$ cat src/rtl/glb_strm_scheduler_if.sv
// Start/interrupt lanes between the stream scheduler (master) and global_buffer (slave).
interface glb_strm_scheduler_if #(
  parameter int unsigned NUM_GLB_TILES = 16
) ();
  logic [NUM_GLB_TILES-1:0] strm_start_pulse;
  logic [NUM_GLB_TILES-1:0] strm_g2f_interrupt_pulse;
  logic [NUM_GLB_TILES-1:0] strm_f2g_interrupt_pulse;

  modport master (
    output strm_start_pulse,
    input  strm_g2f_interrupt_pulse,
    input  strm_f2g_interrupt_pulse
  );

  modport slave (
    input  strm_start_pulse,
    output strm_g2f_interrupt_pulse,
    output strm_f2g_interrupt_pulse
  );
endinterface

$ cat src/rtl/glb_strm_scheduler.sv
// Round-robin stream start scheduler for GLB tiles with a concurrency cap.
// Define GLB_SCHED_TIMEOUT_EN to add the per-tile run watchdog.
module glb_strm_scheduler #(
  parameter int unsigned NUM_GLB_TILES = 16,
  parameter int unsigned CNT_W         = 5,
  parameter int unsigned TIMEOUT_W     = 24
) (
  input  logic                     clk,
  input  logic                     reset,
  input  logic [NUM_GLB_TILES-1:0] start_req,
  input  logic [NUM_GLB_TILES-1:0] done_mask_g2f,
  input  logic [NUM_GLB_TILES-1:0] done_mask_f2g,
  input  logic [CNT_W-1:0]         max_active,
  input  logic [NUM_GLB_TILES-1:0] status_clr,
  glb_strm_scheduler_if.master     gb,
  output logic [NUM_GLB_TILES-1:0] tile_busy,
  output logic [CNT_W-1:0]         active_cnt,
  output logic [NUM_GLB_TILES-1:0] done_status,
  output logic [NUM_GLB_TILES-1:0] err_status,
`ifdef GLB_SCHED_TIMEOUT_EN
  input  logic [TIMEOUT_W-1:0]     timeout_cycles,
  output logic [NUM_GLB_TILES-1:0] timeout_status,
`endif
  output logic                     done_irq
);
  localparam int unsigned IdxW = (NUM_GLB_TILES > 1) ? $clog2(NUM_GLB_TILES) : 1;

  typedef enum logic [1:0] {StIdle, StPend, StRun} tile_st_e;

  tile_st_e                 st_q [NUM_GLB_TILES];
  logic [NUM_GLB_TILES-1:0] req_g2f_q, req_f2g_q, seen_g2f_q, seen_f2g_q;
  logic [NUM_GLB_TILES-1:0] start_pulse_q, done_status_q, err_status_q;
  logic [IdxW-1:0]          rr_q;
  logic [CNT_W-1:0]         active_cnt_q;
  logic                     done_irq_q;

  logic [NUM_GLB_TILES-1:0] pend_vec, run_vec, done_vec, to_vec, end_vec, err_vec, gnt_vec;
  logic                     gnt_vld, cap_ok;
  logic [IdxW-1:0]          gnt_idx;
  logic [CNT_W-1:0]         num_end;

  always_comb begin
    pend_vec = '0;
    run_vec  = '0;
    err_vec  = '0;
    done_vec = '0;
    for (int i = 0; i < NUM_GLB_TILES; i++) begin
      pend_vec[i] = (st_q[i] == StPend);
      run_vec[i]  = (st_q[i] == StRun);
      err_vec[i]  = start_req[i] && (st_q[i] != StIdle);
      // A pulse arriving this cycle counts toward completion at this edge.
      done_vec[i] = run_vec[i]
          && !(req_g2f_q[i] && !(seen_g2f_q[i] || gb.strm_g2f_interrupt_pulse[i]))
          && !(req_f2g_q[i] && !(seen_f2g_q[i] || gb.strm_f2g_interrupt_pulse[i]));
    end
  end

  // Round-robin pick starting at rr_q; the descending loop leaves the nearest hit.
  always_comb begin
    int unsigned     idx;
    logic [IdxW-1:0] idx_t;
    idx     = 0;
    idx_t   = '0;
    gnt_vld = 1'b0;
    gnt_idx = '0;
    gnt_vec = '0;
    cap_ok  = (max_active == '0) || (active_cnt_q < max_active);
    for (int unsigned k = NUM_GLB_TILES; k > 0; k--) begin
      idx   = (32'(rr_q) + k - 1) % NUM_GLB_TILES;
      idx_t = IdxW'(idx);
      if (cap_ok && pend_vec[idx_t]) begin
        gnt_vld = 1'b1;
        gnt_idx = idx_t;
      end
    end
    if (gnt_vld) gnt_vec[gnt_idx] = 1'b1;
  end

  always_comb begin
    end_vec = done_vec | to_vec;
    num_end = '0;
    for (int i = 0; i < NUM_GLB_TILES; i++) num_end = num_end + CNT_W'(end_vec[i]);
  end

  always_ff @(posedge clk or negedge reset) begin
    if (!reset) begin
      for (int i = 0; i < NUM_GLB_TILES; i++) st_q[i] <= StIdle;
      req_g2f_q     <= '0;
      req_f2g_q     <= '0;
      seen_g2f_q    <= '0;
      seen_f2g_q    <= '0;
      start_pulse_q <= '0;
      done_status_q <= '0;
      err_status_q  <= '0;
      rr_q          <= '0;
      active_cnt_q  <= '0;
      done_irq_q    <= 1'b0;
    end else begin
      for (int i = 0; i < NUM_GLB_TILES; i++) begin
        case (st_q[i])
          StIdle: if (start_req[i]) st_q[i] <= StPend;
          StPend: begin
            if (gnt_vec[i]) begin
              st_q[i]       <= StRun;
              req_g2f_q[i]  <= done_mask_g2f[i];
              req_f2g_q[i]  <= done_mask_f2g[i];
              seen_g2f_q[i] <= 1'b0;
              seen_f2g_q[i] <= 1'b0;
            end
          end
          StRun: begin
            if (end_vec[i]) begin
              st_q[i] <= StIdle;
            end else begin
              seen_g2f_q[i] <= seen_g2f_q[i] | gb.strm_g2f_interrupt_pulse[i];
              seen_f2g_q[i] <= seen_f2g_q[i] | gb.strm_f2g_interrupt_pulse[i];
            end
          end
          default: st_q[i] <= StIdle;
        endcase
      end
      start_pulse_q <= gnt_vec;
      done_irq_q    <= |end_vec;
      done_status_q <= (done_status_q & ~status_clr) | done_vec;
      err_status_q  <= (err_status_q & ~status_clr) | err_vec;
      active_cnt_q  <= active_cnt_q + CNT_W'(gnt_vld) - num_end;
      if (gnt_vld) rr_q <= IdxW'((32'(gnt_idx) + 1) % NUM_GLB_TILES);
    end
  end

`ifdef GLB_SCHED_TIMEOUT_EN
  logic [TIMEOUT_W-1:0]     to_cnt_q [NUM_GLB_TILES];
  logic [NUM_GLB_TILES-1:0] timeout_status_q;

  // Done takes priority over a watchdog expiry in the same cycle.
  always_comb begin
    to_vec = '0;
    for (int i = 0; i < NUM_GLB_TILES; i++) begin
      to_vec[i] = run_vec[i] && !done_vec[i] && (timeout_cycles != '0)
                  && (to_cnt_q[i] == timeout_cycles);
    end
  end

  always_ff @(posedge clk or negedge reset) begin
    if (!reset) begin
      for (int i = 0; i < NUM_GLB_TILES; i++) to_cnt_q[i] <= '0;
      timeout_status_q <= '0;
    end else begin
      for (int i = 0; i < NUM_GLB_TILES; i++) begin
        if (gnt_vec[i]) begin
          to_cnt_q[i] <= '0;
        end else if (run_vec[i] && (to_cnt_q[i] != {TIMEOUT_W{1'b1}})) begin
          to_cnt_q[i] <= to_cnt_q[i] + 1'b1;
        end
      end
      timeout_status_q <= (timeout_status_q & ~status_clr) | to_vec;
    end
  end

  assign timeout_status = timeout_status_q;
`else
  assign to_vec = '0;
`endif

  assign gb.strm_start_pulse = start_pulse_q;
  assign tile_busy           = pend_vec | run_vec;
  assign active_cnt          = active_cnt_q;
  assign done_status         = done_status_q;
  assign err_status          = err_status_q;
  assign done_irq            = done_irq_q;
endmodule

$ cat src/flat_wrapper.sv
// flat-port wrapper written by rule: the top's interface ports become plain ports
module glb_strm_scheduler_flat 
#(
  parameter int unsigned NUM_GLB_TILES = 16,
  parameter int unsigned CNT_W         = 5,
  parameter int unsigned TIMEOUT_W     = 24
)
  (clk, reset, start_req, done_mask_g2f, done_mask_f2g, max_active, status_clr, tile_busy, active_cnt, done_status, err_status, done_irq, gb_strm_start_pulse, gb_strm_g2f_interrupt_pulse, gb_strm_f2g_interrupt_pulse);
  glb_strm_scheduler_if #(.NUM_GLB_TILES(NUM_GLB_TILES)) gb_i ();
  input  logic clk;
  input  logic reset;
  input  logic [NUM_GLB_TILES-1:0] start_req;
  input  logic [NUM_GLB_TILES-1:0] done_mask_g2f;
  input  logic [NUM_GLB_TILES-1:0] done_mask_f2g;
  input  logic [CNT_W-1:0] max_active;
  input  logic [NUM_GLB_TILES-1:0] status_clr;
  output logic [NUM_GLB_TILES-1:0] tile_busy;
  output logic [CNT_W-1:0] active_cnt;
  output logic [NUM_GLB_TILES-1:0] done_status;
  output logic [NUM_GLB_TILES-1:0] err_status;
  output logic done_irq;
  output wire logic [$bits(gb_i.strm_start_pulse)-1:0] gb_strm_start_pulse;
  input wire logic [$bits(gb_i.strm_g2f_interrupt_pulse)-1:0] gb_strm_g2f_interrupt_pulse;
  input wire logic [$bits(gb_i.strm_f2g_interrupt_pulse)-1:0] gb_strm_f2g_interrupt_pulse;
  assign gb_strm_start_pulse = gb_i.strm_start_pulse;
  assign gb_i.strm_g2f_interrupt_pulse = gb_strm_g2f_interrupt_pulse;
  assign gb_i.strm_f2g_interrupt_pulse = gb_strm_f2g_interrupt_pulse;
  glb_strm_scheduler #(.NUM_GLB_TILES(NUM_GLB_TILES), .CNT_W(CNT_W), .TIMEOUT_W(TIMEOUT_W)) u_core (.clk(clk), .reset(reset), .start_req(start_req), .done_mask_g2f(done_mask_g2f), .done_mask_f2g(done_mask_f2g), .max_active(max_active), .status_clr(status_clr), .gb(gb_i), .tile_busy(tile_busy), .active_cnt(active_cnt), .done_status(done_status), .err_status(err_status), .done_irq(done_irq));
endmodule
$ cat config.mk
export PLATFORM = sky130hd
export DESIGN_NAME = glb_strm_scheduler_flat
export DESIGN_NICKNAME = d
export VERILOG_FILES = /design/src/rtl/glb_strm_scheduler_if.sv /design/src/rtl/glb_strm_scheduler.sv /design/src/flat_wrapper.sv
export SDC_FILE = /design/constraint.sdc
export NUM_CORES = 1
export LEC_CHECK = 0
export CAP_MARGIN = 25
export CORE_MARGIN = 8
export CORE_UTILIZATION = 30
export DETAILED_ROUTE_END_ITERATION = 8
export PLACE_DENSITY = 0.62
export SYNTH_ARGS = -nofsm -noshare
export SYNTH_HDL_FRONTEND = slang
export SYNTH_SLANG_ARGS = --single-unit
$ cat constraint.sdc
create_clock -name clk -period 7.45 [get_ports clk]
set_clock_uncertainty 0.1 [all_clocks]
set_input_delay 1.49 -clock clk [delete_from_list [all_inputs] [get_ports clk]]
set_output_delay 1.49 -clock clk [all_outputs]
set_load 0.02 [all_outputs]
==> results of run 1 <==
## registers in the layout, summed over array words and instances, names as in the netlist
register	flops
u_core.gb.strm_start_pulse	16
u_core.seen_g2f_q	16
u_core.rr_q	4
u_core.req_g2f_q	16
u_core.st_q	32
u_core.err_status	16
u_core.req_f2g_q	16
u_core.active_cnt	5
u_core.done_irq	1
u_core.done_status	16
u_core.seen_f2g_q	16
## area by class of cell
cell class | instances | area [sq um] | area share
tap | 468 | 586 | 0.0414
timing repair buffer | 212 | 2040 | 0.144
clock inverter | 13 | 166 | 0.0118
clock buffer | 18 | 439 | 0.0310
multi-input combinational | 796 | 6510 | 0.460
inverter | 150 | 563 | 0.0398
sequential | 154 | 3850 | 0.272
## metal layers
metal  vias up  GRT usage  part of all wire
li1       4437          -                 -
met1      4587      0.204              0.43
met2       294      0.266              0.49
met3        31     0.0320             0.062
met4         0     0.0485             0.020
met5         -          0                 0
## worst max path at each step
stage	slack [ns]	end	cells after the start	from
2_1_floorplan	1.33	u_core.active_cnt[4]	22	u_core.rr_q[1]
5_1_grt	1.05	u_core.st_q[27]	18	u_core.rr_q[1]
6_report	1.38	u_core.active_cnt[4]	18	u_core.rr_q[1]
3_3_place_gp	1.12	u_core.active_cnt[4]	19	gb_strm_f2g_interrupt_pulse[6]
4_1_cts	1.43	u_core.active_cnt[4]	18	u_core.rr_q[1]
3_5_place_dp	1.03	u_core.active_cnt[4]	19	gb_strm_g2f_interrupt_pulse[6]
## worst max-delay path: stages (launching register included)
cell and delay, ns:
dfrtp_1 0.51, ha_1 0.46, xor2_1 0.59, mux4_2 0.60, and2_1 0.23, or2_0 0.26
o41a_1 0.41, or4_1 0.50, ha_1 0.23, ha_1 0.26, inv_1 0.04, fa_1 0.38
fa_1 0.45, inv_1 0.07, ha_1 0.14, inv_1 0.05, fa_1 0.36, xor2_1 0.16
xnor2_1 0.12
## cells by family after synthesis
group	share of synthesized area
compound gates	0.170
flops	0.347
xor+xnor	0.0126
fa+ha+maj	0.133
simple gates	0.121
buf+inv	0.0675
mux	0.149
## metrics by stage
stage / utilization / worst slack (ns) / instances / cell area, sq um
final: 0.388 / 1.38 / 1811 / 14200
after global routing: 0.388 / 1.05 / 1811 / 14200
after CTS: 0.387 / 1.43 / 1810 / 14100
after detailed placement: 0.370 / 1.03 / 1779 / 13500
after global placement: 0.370 / 1.12 / 1779 / 13500
after floorplan: - / 1.33 / 1136 / 11100
## cell usage in the layout (no fill, tap or decap), types with 6 or more instances in the layout
master / instances
and3_1: 11
dfrtp_1: 153
o22ai_1: 19
a21oi_1: 50
ha_1: 96
buf_4: 39
a211oi_1: 10
fa_1: 14
o21a_1: 9
xor2_1: 6
a22o_1: 8
mux2i_1: 31
a31oi_1: 24
mux2_2: 66
xnor2_1: 10
o21ai_0: 43
mux2_1: 9
a21o_1: 9
clkdlybuf4s50_1: 171
o211ai_1: 6
nand3_1: 24
nor3_1: 14
nand2_1: 81
and2_1: 19
a41o_1: 7
inv_1: 144
o22a_1: 7
nand4_1: 6
nor2_1: 78
clkbuf_16: 17
nor4_1: 9
mux4_2: 22
==> out/qor.csv, run 1 <==
stage,metric,value,unit
hold_path,WHS Endpoint,u_core.done_status[12],
clock_tree,Clock Latency Late Sink,0.42,ns
critical_path,reg2reg setup slack,1.38,ns
grt,initial antenna violation count,1,
critical_path,crit path max fanout,8,
place,I/O Buffers,172,
sta,final hold violation count,0,
synth,ys async rst share,1.00,
synth,"FF+latch count, synth",154,
routing,drt total wl,34500,um
synth,YS warnings,0,
place,DP Wirelength,27200,um
critical_path,reg2reg end,u_core.active_cnt[4],
synth,Gate Count Post-Synth,1136,
clock_tree,clock transition at the registers of the reported paths,0.06,ns
layout,# nets final,1544,
layout,area delta synth->final,27.4,%
floorplan,Core Footprint,0.0365,sq mm
hold_path,hold path start,u_core.done_status[12],
floorplan,Starting Density,0.304,
sta,maximum clock frequency,0.165,GHz
floorplan,Die H,208,um
sta,final setup fails,0,
grt,GRT Total Usage,0.159,
sta,Worst Tran Pin Value,0.829,ns
routing,vias after detailed routing,9349,
sta,hold slack,0.382,ns
clock_tree,"Hold-fix buffers, CTS",0,
clock_tree,CTS tree,built,
synth,sequential-to-total area share from yosys stat,0.347,
synth,synthesized cell area,0.0111,sq mm
layout,fillers,3546,
critical_path,crit end category,register,
floorplan,# IOs,173,
grt,grt total ovfl,0,
synth,Post-synth top cells,"dfrtp_1, inv_1, ha_1",
layout,share of layout cells above drive strength 1,0.138,
synth,post-synth top area share,0.347,
synth,cell with the most instances after synthesis,dfrtp_1,
routing,WL/cell,19.0,um
grt,largest net degree at the start of global routing,87,
sta,Tcrit/Tclk final,0.814,
clock_tree,H-tree Lvls,4,
clock_tree,clk buf depth,2,
floorplan,chip width,208,um
synth,Synth Flop Type,dfrtp_1,
synth,Avg Inst Size Synth,9.78,sq um
routing,1st-pass router iterations,5,
hold_path,Hold Path Stages,1,
clock_tree,CTS sink count,154,
sta,setup TNS,0,ns
clock_tree,post_cts resized,0,
floorplan,full die area,0.0434,sq mm
clock_tree,clock root cell,clkbuf_16,
synth,most area-consuming cells after synthesis,"dfrtp_1, ha_1, mux2_2, inv_1, mux4_2",
critical_path,CP required,7.65,ns
routing,Vias/cell,5.16,
routing,Post-DRT Antenna Nets,0,
sta,Slew headroom,0.447,
run,Max Cap Viol,0,
hold_path,Hold Path Class,reg -> reg,
routing,Iter 0 DRT Violations,715,
sta,"Slew Viols, Final",0,
synth,largest area contributor in the netlist,dfrtp_1,
synth,number of flops mapped to enable cells by yosys,0,
critical_path,FF-to-FF Start,u_core.rr_q[1],
clock_tree,cts bufs inserted,17,
grt,first-pass GRT wire length,55100,um
layout,n_diodes,0,
synth,Post-Syn Nets,1349,
place,RePlAce Congestion,0.903,
routing,DRC,0,
grt,vias in the first global route,9683,
critical_path,worst reg2reg path depth,18,
sta,RSZ-0062 raised after global routing,no,
floorplan,Site Rows,70,
critical_path,WP data arrival,6.27,ns
critical_path,critical path type,reg -> reg,
synth,"Distinct cells, synth",83,
critical_path,CP startpoint kind,register,
clock_tree,post-CTS setup buffer count,0,
sta,min cycle time layout,6.07,ns
status,status,"finished, final reports clean",
Power of run 1 is left out: the tool's default activity adds up to more than one toggle a clock period on the data nets, which glitch-free logic cannot reach.
==> inputs of run 2 (changes only) <==
==> constraint.sdc (replaced) <==
create_clock -name clk -period 5.6 [get_ports clk]
set_clock_uncertainty 0.1 [all_clocks]
set_input_delay 1.12 -clock clk [delete_from_list [all_inputs] [get_ports clk]]
set_output_delay 1.12 -clock clk [all_outputs]
set_load 0.02 [all_outputs]
==> run 2 against run 1 <==
Effect of this change:
- flip-flop and latch count is the same
- routed wire length rose by 6.8%
- register-to-register slack lost 1.2 ns
- non-clock buffer count rose by 112
- via count increased by 5.2%
- cell count is 6.2% higher
- critical endpoint unchanged
- highest routed layer unchanged
==> out/qor.csv, run 2 (synthesis results as in run 1) <==
stage,metric,value,unit
status,status,"finished, final reports clean",
clock_tree,CTS tree,built,
hold_path,hold path start,u_core.done_status[2],
floorplan,chip width,208,um
clock_tree,cts bufs inserted,17,
clock_tree,clock root cell,clkbuf_16,
routing,Vias/cell,5.12,
sta,maximum clock frequency,0.184,GHz
hold_path,WHS Endpoint,u_core.done_status[2],
routing,Iter 0 DRT Violations,704,
critical_path,worst reg2reg path depth,19,
critical_path,WP data arrival,5.64,ns
floorplan,# IOs,173,
layout,"commonest non-fill, non-tap cell in the layout",clkdlybuf4s50_1,
floorplan,Die H,208,um
place,DP Wirelength,30100,um
layout,area delta synth->final,35.7,%
layout,max reg flops,32,
floorplan,full die area,0.0434,sq mm
sta,final hold violation count,0,
layout,post-route design area,0.0151,sq mm
grt,vias in the first global route,10200,
clock_tree,"Hold-fix buffers, CTS",0,
sta,min cycle time layout,5.42,ns
floorplan,Starting Density,0.304,
routing,WL/cell,19.2,um
sta,"Slew Viols, Final",0,
floorplan,Site Rows,70,
clock_tree,clk buf depth,2,
routing,vias after detailed routing,9839,
layout,largest reg by FF count,u_core.st_q,
clock_tree,clock transition at the registers of the reported paths,0.07,ns
layout,n_diodes,0,
critical_path,CP startpoint kind,register,
grt,GRT Total Usage,0.167,
routing,1st-pass router iterations,5,
layout,"Core Util, Final",0.413,
sta,Slew headroom,0.489,
critical_path,critical path type,reg -> reg,
floorplan,Core Footprint,0.0365,sq mm
critical_path,CP required,5.82,ns
layout,Reg area,0.00385,sq mm
hold_path,Hold Path Stages,1,
routing,Post-DRT Antenna Nets,0,
routing,DRC,0,
grt,first-pass GRT wire length,57400,um
routing,drt total wl,36900,um
clock_tree,Clock Latency Late Sink,0.43,ns
layout,"commonest non-fill, non-tap cells in the layout","clkdlybuf4s50_1, dfrtp_1, buf_4, inv_1, ha_1",
critical_path,reg2reg end,u_core.active_cnt[4],
layout,share of layout cells above drive strength 1,0.216,
place,I/O Buffers,172,
sta,Tcrit/Tclk final,0.968,
place,RePlAce Congestion,0.929,
clock_tree,H-tree Lvls,4,
run,Max Cap Viol,0,
sta,RSZ-0062 raised after global routing,no,
clock_tree,CTS sink count,154,
layout,fillers,3519,
layout,Multi-input gate area,0.00660,sq mm
critical_path,FF-to-FF Start,u_core.st_q[25],
sta,final setup fails,0,
hold_path,Hold Path Class,reg -> reg,
grt,largest net degree at the start of global routing,64,
critical_path,crit end category,register,
grt,initial antenna violation count,0,
grt,grt total ovfl,0,
place,"Cell Area, Placed",0.0144,sq mm
layout,# nets final,1656,
sta,Worst Tran Pin Value,0.761,ns
critical_path,crit path max fanout,4,
critical_path,reg2reg setup slack,0.18,ns
[run 2: repair_timing]
action / in CTS / in global routing
setup buffers: 0 / 1
gates resized for setup: 1 / 18
pin swaps: 0 / 7
cloned: 0 / 1
endpoints found under the setup margin: 1 / 2
[run 2: per-stage QoR]
stage               setup WS [ns]  setup TNS [ns]  cells  hold WS [ns]
finish                      0.177               0   1923         0.384
global route             0.000948               0   1923         0.407
CTS                       0.00553               0   1921         0.383
detailed placement         -0.352          -0.545   1890         0.369
global placement           -0.263          -0.391   1890         0.359
floorplan                  0.0137               0   1136         0.361
[run 2: metal layers]
layer | share of wire | track usage
met2 | 0.50 | 0.293
met3 | 0.051 | 0.0313
met1 | 0.43 | 0.206
met5 | 0 | 0
met4 | 0.020 | 0.0455
[run 2: worst max-delay path by stage]
stage                                     from              endpoint  slack, ns  cells past startpoint
4_1_cts                         u_core.rr_q[1]  u_core.active_cnt[4]      0.006                     18
2_1_floorplan                   u_core.rr_q[0]  u_core.active_cnt[4]       0.01                     24
3_5_place_dp   gb_strm_f2g_interrupt_pulse[13]  u_core.active_cnt[4]      -0.35                     17
3_3_place_gp    gb_strm_g2f_interrupt_pulse[9]  u_core.active_cnt[4]      -0.26                     20
5_1_grt                         u_core.rr_q[1]   u_core.req_g2f_q[2]     0.0009                     17
6_report                       u_core.st_q[25]  u_core.active_cnt[4]       0.18                     19
[run 2: area by class of cell]
type | instances | area share
Sequential cell | 154 | 0.256
Multi-Input combinational cell | 796 | 0.438
Clock buffer | 18 | 0.0285
Clock inverter | 13 | 0.00971
Tap cell | 468 | 0.0388
Timing Repair Buffer | 324 | 0.192
Inverter | 150 | 0.0374
[run 2: worst max-delay path, stage by stage, from the launching register on]
cell and delay [ns]:
dfrtp_1 0.37, inv_1 0.08, ha_1 0.27, mux2_2 0.34, mux4_2 0.51, and2_1 0.21
or2_0 0.24, o41a_1 0.43, or4_4 0.47, ha_1 0.21, ha_1 0.27, inv_1 0.05
fa_2 0.38, fa_1 0.46, inv_1 0.08, ha_1 0.15, inv_1 0.05, fa_1 0.37
xor2_1 0.16, xnor2_1 0.12
Power of run 2 is left out for the same reason.
==> inputs of run 3 (changes only) <==
==> constraint.sdc (replaced) <==
create_clock -name clk -period 5.15 [get_ports clk]
set_clock_uncertainty 0.1 [all_clocks]
set_input_delay 1.03 -clock clk [delete_from_list [all_inputs] [get_ports clk]]
set_output_delay 1.03 -clock clk [all_outputs]
set_load 0.02 [all_outputs]
==> run 3 against run 2 <==
Effect of this change:
- the flow now finishes with violations (setup timing)
- clock-buffer cell count is 3 higher
- cell count rose by 7.4%
- maximum frequency rose by 4.8%
- die area unchanged
- critical path depth down 1
- sequential share of layout area down 2.1 points
- critical endpoint unchanged
==> out/qor.csv, run 3 (synthesis results as in run 1) <==
stage,metric,value,unit
status,status,"complete, but fails checks",
status,failing checks,setup timing,
sta,Worst Tran Pin Value,0.920,ns
grt,first-pass GRT wire length,59800,um
routing,WL/cell,18.3,um
layout,# nets final,1797,
clock_tree,clock root cell,clkbuf_16,
sta,setup ws final,-0.0273,ns
clock_tree,cts bufs inserted,17,
clock_tree,CTS tree,built,
hold_path,Hold Path Class,reg -> reg,
routing,Iter 0 DRT Violations,517,
sta,Tcrit/Tclk final,1.01,
sta,final hold violation count,0,
grt,largest net degree at the start of global routing,93,
place,I/O Buffers,172,
sta,setup TNS,-0.0273,ns
clock_tree,clock transition at the registers of the reported paths,0.06,ns
critical_path,FF-to-FF Start,u_core.rr_q[1],
critical_path,crit path max fanout,3,
sta,final setup fails,1,
routing,1st-pass router iterations,5,
layout,share of layout cells above drive strength 1,0.311,
floorplan,Starting Density,0.304,
place,DP Wirelength,30800,um
sta,RSZ-0062 raised after global routing,yes,
grt,vias in the first global route,10900,
place,pre-CTS setup slack,-0.574,ns
critical_path,CP startpoint kind,register,
run,Max Cap Viol,0,
clock_tree,"Hold-fix buffers, CTS",0,
floorplan,chip width,208,um
layout,"commonest non-fill, non-tap cell in the layout",buf_4,
critical_path,CP required,5.36,ns
clock_tree,H-tree Lvls,4,
routing,vias after detailed routing,10300,
layout,fillers,3390,
place,DP Cell Count,2014,
critical_path,Worst Setup SP,u_core.rr_q[1],
grt,grt total ovfl,0,
layout,fin cells,2065,
routing,Vias/cell,4.98,
sta,min cycle time layout,5.18,ns
floorplan,# IOs,173,
layout,max reg flops,32,
hold_path,hold path start,u_core.done_status[2],
routing,DRC,0,
routing,drt total wl,37700,um
layout,area delta synth->final,48.1,%
floorplan,full die area,0.0434,sq mm
clock_tree,CTS sink count,154,
clock_tree,clk buf depth,2,
critical_path,WP data arrival,5.39,ns
layout,largest reg by FF count,u_core.st_q,
floorplan,Core Footprint,0.0365,sq mm
sta,Slew headroom,0.387,
grt,GRT Total Usage,0.172,
layout,"commonest non-fill, non-tap cells in the layout","buf_4, clkdlybuf4s50_1, dfrtp_1, inv_1, nand2_1",
grt,initial antenna violation count,2,
sta,"Slew Viols, Final",0,
critical_path,worst reg2reg path depth,18,
floorplan,Site Rows,70,
sta,maximum clock frequency,0.193,GHz
place,RePlAce Congestion,0.963,
critical_path,critical path type,reg -> reg,
routing,Post-DRT Antenna Nets,0,
hold_path,Hold Path Stages,1,
floorplan,Die H,208,um
critical_path,crit end category,register,
clock_tree,Clock Latency Late Sink,0.43,ns
[run 3: cell count changes in the layout (fill, tap and decap cells not counted), moves of 5 or more]
cell	delta
dlygate4sd2_1	+5
inv_2	+7
ha_1	-13
clkdlybuf4s50_1	-6
mux2_4	+6
buf_4	+137
inv_1	-8
ha_4	+10
clkinvlp_4	-5
mux2_2	-5
[run 3: stage by stage]
| stage | utilization | hold slack [ns] | instance area, sq um |
|---|---|---|---|
| after floorplan | - | 0.361 | 11300 |
| after global placement | 0.422 | 0.363 | 15400 |
| after detailed placement | 0.422 | 0.364 | 15400 |
| after CTS | 0.442 | 0.383 | 16200 |
| after global routing | 0.450 | 0.388 | 16500 |
| final | 0.450 | 0.379 | 16500 |
[run 3: path summary, 6_finish.rpt]
check | slack, ns | endpoint
setup / recovery | -0.03 | u_core.active_cnt[4]
hold / removal | 0.38 | u_core.done_status[2]
setup reg to reg | -0.03 | u_core.active_cnt[4]
hold reg to reg | 0.38 | u_core.done_status[2]
max in group asynchronous | 3.33 | u_core.seen_f2g_q[2]
min in group asynchronous | 0.58 | u_core.req_f2g_q[10]
[run 3: critical path, stage by stage (launching register included)]
cell and delay (ns):
dfrtp_2 0.44, clkinv_4 0.08, ha_4 0.28, mux4_2 0.53, mux4_2 0.53, nor2_4 0.16, a31oi_1 0.13, or4_4 0.60
ha_4 0.19, ha_4 0.26, inv_2 0.03, fa_2 0.38, fa_1 0.48, inv_1 0.07, ha_2 0.16, inv_2 0.03
fa_2 0.32, xor2_1 0.16, xnor2_1 0.12
[run 3: what timing repair did]
action / 4_1_cts / 5_1_grt
pin swaps: 15 / 12
resized for setup: 32 / 42
endpoints found under the setup margin: 2 / 40
buffers inserted: 5 / 14
[run 3: layout make-up]
cell class | instances | area, sq um | share of cell area
flip-flops and latches | 154 | 3860 | 0.234
clock inverters | 10 | 165 | 0.0100
clock buffers | 21 | 460 | 0.0280
multi-input cells | 796 | 6840 | 0.416
diodes | 1 | 2.50 | 0.000152
repair buffers | 465 | 3970 | 0.241
well taps | 468 | 586 | 0.0356
inverters | 150 | 574 | 0.0349
[run 3: routing by layer]
metal  vias to the layer above  global-route usage  share of wire  wire length (um)
met5                         -                   0        0.00034                13
met4                         2              0.0514          0.022               832
met3                        51              0.0353          0.049              1860
met1                      5043               0.220           0.45             17000
met2                       251               0.288           0.48             18100
li1                       4947                   -              -                 -
Power of run 3 is left out for the same reason.
